$ cat src/rtl/trace_drain.sv
// Drains trace_buffer on request, emitting each word as a framed byte stream:
// SYNC, data bytes MSB first, XOR checksum of the data bytes.
module trace_drain #(
   parameter int          Fpay      = 32,
   parameter int          TB_Depth  = 512,
   parameter logic [7:0]  SYNC_BYTE = 8'hA5,
   localparam int         CNTw      = $clog2(TB_Depth) + 1
) (
   input  logic            clk,
   input  logic            reset,
   input  logic            dump_req,
   input  logic            abort,
   input  logic            fifo_empty,
   input  logic [Fpay-1:0] fifo_dout,
   output logic            fifo_rd,
   output logic [7:0]      tx_data,
   output logic            tx_valid,
   input  logic            tx_ready,
   output logic            busy,
   output logic            done,
   output logic [CNTw-1:0] words_sent
);

   localparam int NBD = Fpay / 8;
   localparam int NB  = NBD + 2;
   localparam int FW  = NB * 8;
   localparam int IW  = $clog2(NB);

   typedef enum logic [2:0] {IDLE, RD, LATCH, SEND, FIN} state_t;

   state_t        state, state_nx;
   logic [FW-1:0] frame;
   logic [IW-1:0] idx;
   logic          abort_pend;
   logic          accept;
   logic          last;

   function automatic logic [7:0] xsum(input logic [Fpay-1:0] w);
      logic [7:0] acc;
      acc = '0;
      for (int unsigned i = 0; i < NBD; i++) acc ^= w[i*8 +: 8];
      return acc;
   endfunction

   assign accept = tx_valid && tx_ready;
   assign last   = (idx == IW'(NB - 1));

   always_comb begin
      state_nx = state;
      fifo_rd  = 1'b0;
      tx_valid = 1'b0;
      tx_data  = '0;
      busy     = 1'b1;
      done     = 1'b0;
      case (state)
         IDLE: begin
            busy = 1'b0;
            if (dump_req) state_nx = fifo_empty ? FIN : RD;
         end
         RD: begin
            fifo_rd  = 1'b1;
            state_nx = LATCH;
         end
         LATCH: state_nx = SEND;
         SEND: begin
            tx_valid = 1'b1;
            tx_data  = frame[FW-1 -: 8];
            // An abort seen any time during the word only takes effect here, at the frame end
            if (accept && last)
               state_nx = (abort || abort_pend || fifo_empty) ? FIN : RD;
         end
         FIN: begin
            done     = 1'b1;
            state_nx = IDLE;
         end
         default: state_nx = IDLE;
      endcase
   end

   always_ff @(posedge clk) begin
      if (!reset) begin
         state      <= IDLE;
         frame      <= '0;
         idx        <= '0;
         words_sent <= '0;
         abort_pend <= 1'b0;
      end else begin
         state <= state_nx;
         if (state == IDLE)
            abort_pend <= 1'b0;
         else if (abort)
            abort_pend <= 1'b1;
         case (state)
            IDLE: if (dump_req) words_sent <= '0;
            LATCH: begin
               frame <= {SYNC_BYTE, fifo_dout, xsum(fifo_dout)};
               idx   <= '0;
            end
            SEND: begin
               if (accept) begin
                  frame <= frame << 8;
                  idx   <= idx + IW'(1);
                  if (last && (words_sent != '1))
                     words_sent <= words_sent + CNTw'(1);
               end
            end
            default: ;
         endcase
      end
   end

endmodule

$ cat config.mk
export PLATFORM = sky130hd
export DESIGN_NAME = trace_drain
export DESIGN_NICKNAME = d
export VERILOG_FILES = /design/src/rtl/trace_drain.sv
export SDC_FILE = /design/constraint.sdc
export NUM_CORES = 1
export LEC_CHECK = 0
export BUFFER_PORTS_ARGS = -buffer_cell sky130_fd_sc_hd__buf_4
export CAP_MARGIN = 20
export CORE_MARGIN = 2
export CORE_UTILIZATION = 37
export CTS_CLUSTER_SIZE = 8
export DETAILED_ROUTE_END_ITERATION = 10
export GPL_TIMING_DRIVEN = 0
export PLACE_DENSITY = 0.54
export SYNTH_ARGS = -nofsm -noshare
export SYNTH_HDL_FRONTEND = slang
export SYNTH_SLANG_ARGS = --single-unit
export TNS_END_PERCENT = 1
$ cat constraint.sdc
create_clock -name clk -period 2.2 [get_ports clk]
set_clock_uncertainty 0.05 [all_clocks]
set_input_delay 0.11 -clock clk [delete_from_list [all_inputs] [get_ports clk]]
set_output_delay 0.11 -clock clk [all_outputs]
set_load 0.1 [all_outputs]
==> run summary, run 1 <==
### CTS
- 0.34 ns — worst skew pair latency
- 2 — maximum buffer depth of the clock tree
- 3 — CTS H-tree depth
- built — TritonCTS clock tree
- sky130_fd_sc_hd__clkbuf_8 — clk root buf
- 0.07 ns — Worst-path clk slew
- 65 — clock sink count
- 9 — number of clock buffers inserted by TritonCTS

### Pwr
- 2.70 mW — overall power
- 1.93 mW — Int Power
- 0.000274 V — worst-case vdd ir drop
- 689 mW/mm^2 — total power per unit cell area
- 1.45 nW — cell leakage power
- 0.477 — part of the power in registers
- 0.171 — fraction of power consumed by combinational cells
- 0.773 mW — Switching Power
- 0.286 — switching portion of total power
- 0.353 — part of the total power dissipated in the clock network

### Detailed routing
- 0 — DRC errors left
- 0 — Post-DRT Antenna Nets
- 5.38 — per-cell via count in the routed design
- 16.0 um — wire per inst
- 8980 um — final WL
- 124 — initial DRC count
- 3010 — DR vias
- 4 — total iterations of the first detailed-routing run

### GRT
- 0 — remaining global-route overflow
- 17 — maximum number of pins on one net before global-route repair
- 0 — initial antenna violation count
- 0.209 — global-route usage over all layers
- 2980 — via count of the first global-routing pass
- 14700 um — wire length of the first global-routing pass

### STA
- 0 — Final Max Slew Viols
- 479 MHz — Peak Freq
- yes — RSZ-0062 raised after global routing
- 0.949 — part of the cycle the worst path needs
- 0.686 ns — slew of the pin with the lowest slew margin
- 0.541 — relative slew slack
- 0.112 ns — Setup WS post-layout
- 0 — endpoints failing setup
- 0 — Fin. Hold Viols
- 2.09 ns — final worst path period need

### Synthesis
- 0 — count of yosys warnings during synthesis
- 0.00312 sq mm — Post-Synthesis Cell Area
- 42 — distinct cell type count of the synthesized netlist
- 0 — Post-synth EDFFs
- sky130_fd_sc_hd__dfxtp_1 — Top FF cell, synth
- sky130_fd_sc_hd__dfxtp_1 42%, sky130_fd_sc_hd__a311oi_1 9.3%, sky130_fd_sc_hd__nand2_1 9.1% — largest cells by area after synthesis
- 423 — synthesized netlist net count
- sky130_fd_sc_hd__dfxtp_1 — cell type with the highest aggregate area in the netlist
- 0.417 — fraction of synthesized cell area taken by the top area cell type
- 382 — gate count of the mapped netlist
- 65 — #FFs+latches synth
- 0.417 — sequential-to-total area share from yosys stat
- 8.18 sq um — Synth Area per Inst
- 0 — async set-reset flop share out of synthesis

### Floorplan
- 95.9 um — die outline height
- 60 — I/O pin count
- 95.9 um — die boundary width
- 0.00919 sq mm — area of the die
- 0.380 — Starting Density
- 0.00822 sq mm — core region area
- 33 — Cell Rows

### Worst hold path
- input pin to register — path class of the lowest-slack min-delay path

### Place
- 6540 um — Post-DP HPWL
- 0.812 — Final GP Congestion
- -0.0263 ns — Placement Setup Slack
- 0.00369 sq mm — Cell Area, Placed
- 57 — count of buffers inserted at the top-level ports

### Cells and area
- 0 — antenna diode count
- 0.00392 sq mm — Layout Cell Area excl Fill
- 492 — number of nets at the end of the flow
- 25.5% — Layout area overhead
- 0.215 — share of layout cells above drive strength 1
- 76 x sky130_fd_sc_hd__nand2_1, 63 x sky130_fd_sc_hd__dfxtp_1, 57 x sky130_fd_sc_hd__buf_4 — highest-count cells in the layout ignoring fill and taps
- sky130_fd_sc_hd__nand2_1 — most frequent standard cell in the layout excluding fill and tap cells

### Setup path
- 2.37 ns — required time at the endpoint of the critical path
- 0.59 ns — slowest stage delay, CP
- 10 — Worst Path Max Fanout
- register to register — critical setup path kind
- 2.25 ns — data arrival time at the worst-slack endpoint
- clkbuf_1, nand3b_1, nor2_1, a22o_1, buf_6, o221ai_1 — ordered cell list for the critical path
- sky130_fd_sc_hd__nor2_1 — standard cell with the maximum stage delay on the critical path
- register — element type at the critical path start
- register — type of destination of the critical path

### Outcome
- finished, final reports clean — run status

### Run
- 0 — max-cap violation count

==> logic make-up (layout without fill, tap and decap cells) <==
family / after synthesis / after routing / share of synthesized area
adder cells (fa/ha/maj): 3 / 3 / 0.0120
flip-flops: 65 / 65 / 0.417
XOR/XNOR: 25 / 25 / 0.0701
buffers and inverters: 38 / 111 / 0.0541
multiplexers: 2 / 2 / 0.00681
AO/OA/AOI/OAI: 78 / 78 / 0.204
AND/OR/NAND/NOR: 171 / 171 / 0.236
==> worst paths after layout <==
check,start,endpoint,slack (ns),cells past startpoint
hold / removal,fifo_dout[8],frame[16],0.007,3
setup reg to reg,state[0],words_sent[9],0.11,6
setup / recovery,state[0],words_sent[9],0.11,6
hold reg to reg,frame[1],frame[9],0.43,2
==> routing by layer <==
layer	GRT usage	vias to the layer above	wire length (um)
met3	0.0384	15	422
met1	0.265	1434	4060
li1	-	1483	-
met5	0	-	0
met2	0.353	78	4340
met4	0.0786	0	156
==> layout make-up <==
type                            instances  area (sq um)
Buffer                                 30           145
Clock buffer                           13           169
Clock inverter                          2          12.5
Fill cell                             832          4300
Inverter                                7          30.0
Multi-Input combinational cell        279          1680
Sequential cell                        65          1310
Tap cell                              105           131
Timing Repair Buffer                   59           448
==> worst max-delay path: cells and delay by family, from the launching register on <==
family	cells	cell delay, ns
flops	1	0.31
simple gates	2	0.81
buf+inv	2	0.43
compound gates	2	0.37
==> synth_stat cells (3+ instances only) <==
library cell / number
sky130_fd_sc_hd__xor2_1: 9
sky130_fd_sc_hd__nand2_1: 76
sky130_fd_sc_hd__dfxtp_1: 65
sky130_fd_sc_hd__o21ai_0: 8
sky130_fd_sc_hd__a31oi_1: 5
sky130_fd_sc_hd__inv_1: 5
sky130_fd_sc_hd__xnor2_1: 16
sky130_fd_sc_hd__a22oi_1: 8
sky130_fd_sc_hd__nor3_1: 10
sky130_fd_sc_hd__and2_1: 12
sky130_fd_sc_hd__buf_2: 3
sky130_fd_sc_hd__a32oi_1: 4
sky130_fd_sc_hd__nand3_1: 5
sky130_fd_sc_hd__a311oi_1: 33
sky130_fd_sc_hd__clkbuf_1: 23
sky130_fd_sc_hd__nand4_1: 3
sky130_fd_sc_hd__a311oi_2: 3
sky130_fd_sc_hd__buf_6: 3
sky130_fd_sc_hd__a21oi_1: 6
sky130_fd_sc_hd__o221a_2: 4
sky130_fd_sc_hd__ha_1: 3
sky130_fd_sc_hd__nor2_1: 54
==> state kept, by name (all words and copies together) (netlist names) <==
register / count
abort_pend: 1
frame: 48
idx: 3
state: 3
words_sent: 10
==> power by group through the flow <==
stage | clock, mW | sequential, mW | combinational [mW]
global placement | 0 | 1.31 | 0.458
finish | 0.954 | 1.29 | 0.461
floorplan | 0 | 1.30 | 0.314
global route | 1.02 | 1.30 | 0.513
detailed placement | 0 | 1.32 | 0.463
CTS | 0.964 | 1.29 | 0.466
==> through the flow <==
stage	setup TNS [ns]	hold WS (ns)	utilization	std cells
6_report	0	0.00667	0.477	560
5_1_grt	-0.589	0.0133	0.477	560
4_1_cts	0	0.00329	0.473	560
3_5_place_dp	-0.102	0.321	0.449	544
3_3_place_gp	-0.00567	0.312	0.449	544
2_1_floorplan	-10.47	0.212	-	382
==> repair_timing <==
action | 4_1_cts | 5_1_grt
gates resized for setup | 2 | 12
hold buffers | 2 | 0
setup endpoints to repair | 19 | 42
setup buffers | 0 | 0
hold endpoints to repair | 2 | 0
(Power assumes the default switching activity.)
==> inputs of run 2 (changes only) <==
--- a/config.mk
+++ b/config.mk
@@ -5,14 +5,14 @@
 export SDC_FILE = /design/constraint.sdc
 export NUM_CORES = 1
 export LEC_CHECK = 0
-export BUFFER_PORTS_ARGS = -buffer_cell sky130_fd_sc_hd__buf_4
 export CAP_MARGIN = 20
 export CORE_MARGIN = 2
 export CORE_UTILIZATION = 37
 export CTS_CLUSTER_SIZE = 8
 export DETAILED_ROUTE_END_ITERATION = 10
+export DONT_BUFFER_PORTS = 1
 export GPL_TIMING_DRIVEN = 0
-export PLACE_DENSITY = 0.54
+export PLACE_DENSITY = 0.5
 export SYNTH_ARGS = -nofsm -noshare
 export SYNTH_HDL_FRONTEND = slang
 export SYNTH_SLANG_ARGS = --single-unit
==> constraint.sdc (replaced) <==
create_clock -name clk -period 1.9 [get_ports clk]
set_clock_uncertainty 0.05 [all_clocks]
set_input_delay 0.095 -clock clk [delete_from_list [all_inputs] [get_ports clk]]
set_output_delay 0.095 -clock clk [all_outputs]
set_load 0.1 [all_outputs]
==> run summary, run 2 (same netlist as run 1, synthesis figures left out) <==
### Setup path
- register — type of destination of the critical path
- register — element type at the critical path start
- 2.31 ns — data arrival time at the worst-slack endpoint, +0.06 ns
- 10 — Worst Path Max Fanout, unchanged
- 2.11 ns — required time at the endpoint of the critical path, -0.26 ns
- register to register — critical setup path kind

### STA
- -2.62 ns — Setup TNS Final, -2.62 ns
- 0.343 — relative slew slack, -0.198
- 0.983 ns — slew of the pin with the lowest slew margin, +0.297 ns
- -0.206 ns — Setup WS post-layout, -0.319 ns
- 1.11 — part of the cycle the worst path needs, +0.160
- yes — RSZ-0062 raised after global routing
- 2.11 ns — final worst path period need, +0.0185 ns
- 0 — Fin. Hold Viols, unchanged
- 475 MHz — Peak Freq, -0.88%
- 0 — Final Max Slew Viols, unchanged
- 18 — endpoints failing setup, +18

### GRT
- 14600 um — wire length of the first global-routing pass, -0.61%
- 0.212 — global-route usage over all layers, +0.00319
- 2867 — via count of the first global-routing pass, -3.8%
- 0 — initial antenna violation count, unchanged
- 0 — remaining global-route overflow, unchanged
- 11 — maximum number of pins on one net before global-route repair, -6

### Floorplan
- 95.9 um — die boundary width, unchanged
- 0.00822 sq mm — core region area, unchanged
- 33 — Cell Rows, unchanged
- 0.380 — Starting Density, unchanged
- 0.00919 sq mm — area of the die, unchanged
- 60 — I/O pin count, unchanged
- 95.9 um — die outline height, unchanged

### CTS
- 0.35 ns — worst skew pair latency, about the same
- 2 — maximum buffer depth of the clock tree, unchanged
- 9 — number of clock buffers inserted by TritonCTS, unchanged
- 0.07 ns — Worst-path clk slew, about the same
- 65 — clock sink count, unchanged
- 3 — CTS H-tree depth, unchanged
- sky130_fd_sc_hd__clkbuf_8 — clk root buf
- built — TritonCTS clock tree

### Cells and area
- frame — register bank with the most flops
- 76 x sky130_fd_sc_hd__nand2_1, 55 x sky130_fd_sc_hd__dfxtp_1, 54 x sky130_fd_sc_hd__nor2_1 — highest-count cells in the layout ignoring fill and taps
- 0 — antenna diode count, unchanged
- 540 — post-route non-filler standard cell count, -3.6%
- 25.3% — Layout area overhead
- 839 — number of fill cells in the layout, +0.84%
- 471 — number of nets at the end of the flow, -4.3%
- frame (48), words_sent (10) — Top Registers
- 48 — max reg flops, unchanged
- sky130_fd_sc_hd__nand2_1 — most frequent standard cell in the layout excluding fill and tap cells
- 0.156 — share of layout cells above drive strength 1, -0.0591

### Outcome
- complete, but fails checks — run status
- setup timing — failing checks

### Pwr
- 0.000414 V — worst-case vdd ir drop, +51%
- 1.36 nW — cell leakage power, -6.3%
- 768 mW/mm^2 — total power per unit cell area, +11%

### Place
- 0 — count of buffers inserted at the top-level ports, -100%
- 0.779 — Final GP Congestion, -4.1%
- -0.370 ns — Placement Setup Slack, -0.343 ns
- 487 — Placed Instances, -10%
- 6460 um — Post-DP HPWL, -1.3%

### Detailed routing
- 9330 um — final WL, +3.8%
- 5.51 — per-cell via count in the routed design, +2.6%
- 4 — total iterations of the first detailed-routing run, unchanged
- 2977 — DR vias, -1.1%
- 17.3 um — wire per inst, +7.7%
- 0 — Post-DRT Antenna Nets, unchanged
- 0 — DRC errors left, unchanged
- 223 — initial DRC count, +80%

### Worst hold path
- input pin to register — path class of the lowest-slack min-delay path

### Run
- 0 — max-cap violation count, unchanged

## run 2: changes by cell type in the layout (fill, tap and decap cells not counted), sizes merged
cell / previous run / this run
clkbuf: 37 / 35
buf: 63 / 9
dlygate4sd3: 2 / 36
clkinvlp: 2 / 0
clkinv: 1 / 5
## run 2: power by group
part / total (mW) / leakage [nW] / switching (mW) / internal [mW]
clock network: 1.00 / 0.0839 / 0.534 / 0.466
registers: 1.48 / 0.536 / 0.0471 / 1.43
logic: 0.524 / 0.741 / 0.307 / 0.217
## run 2: final cells by class
type / count / area (sq um) / share of cell area
repair buffers: 38 / 375 / 0.0959
clock buffers: 12 / 135 / 0.0345
flip-flops and latches: 65 / 1340 / 0.342
inverters: 7 / 26.3 / 0.00672
plain buffers: 30 / 174 / 0.0445
clock inverters: 4 / 20.0 / 0.00512
multi-input cells: 279 / 1710 / 0.437
well taps: 105 / 131 / 0.0336
## run 2: layer usage
| layer | vias up | global-route usage | part of all wire |
|---|---|---|---|
| li1 | 1452 | - | - |
| met1 | 1419 | 0.269 | 0.44 |
| met2 | 96 | 0.355 | 0.48 |
| met3 | 10 | 0.0603 | 0.064 |
| met4 | 0 | 0.0536 | 0.012 |
| met5 | - | 0 | 0 |
## run 2: path summary, 6_finish.rpt
| path | cells past startpoint | slack (ns) | start | end |
|---|---|---|---|---|
| max | 6 | -0.21 | words_sent[0] | words_sent[4] |
| min | 4 | 0.02 | dump_req | state[2] |
| max reg2reg | 6 | -0.21 | words_sent[0] | words_sent[4] |
| min reg2reg | 2 | 0.43 | frame[30] | frame[38] |
## run 2: metrics by stage
| stage | hold slack, ns | power (mW) | cell area (sq um) | util |
|---|---|---|---|---|
| floorplan | 0.197 | 1.86 | 3200 | - |
| CTS | 0.00917 | 3.04 | 3900 | 0.475 |
| finish | 0.0215 | 3.00 | 3910 | 0.476 |
| detailed placement | 0.214 | 1.97 | 3340 | 0.406 |
| global placement | 0.202 | 1.96 | 3330 | 0.405 |
| global route | 0.0338 | 3.16 | 3910 | 0.476 |
## run 2: critical path: stages, from the launching register on
cell and delay, ns:
sky130_fd_sc_hd__dfxtp_4 0.58, sky130_fd_sc_hd__ha_4 0.22, sky130_fd_sc_hd__nand3_4 0.08, sky130_fd_sc_hd__or4_4 0.51, sky130_fd_sc_hd__a22o_1 0.22, sky130_fd_sc_hd__buf_6 0.15
sky130_fd_sc_hd__a311oi_2 0.21
## run 2: what timing repair did
action / in CTS / in global routing
resized for setup: 28 / 6
hold buffers: 36 / 0
endpoints found under the setup margin: 60 / 53
pin swaps: 4 / 2
endpoints found under the hold margin: 35 / 0
buffers inserted: 2 / 0
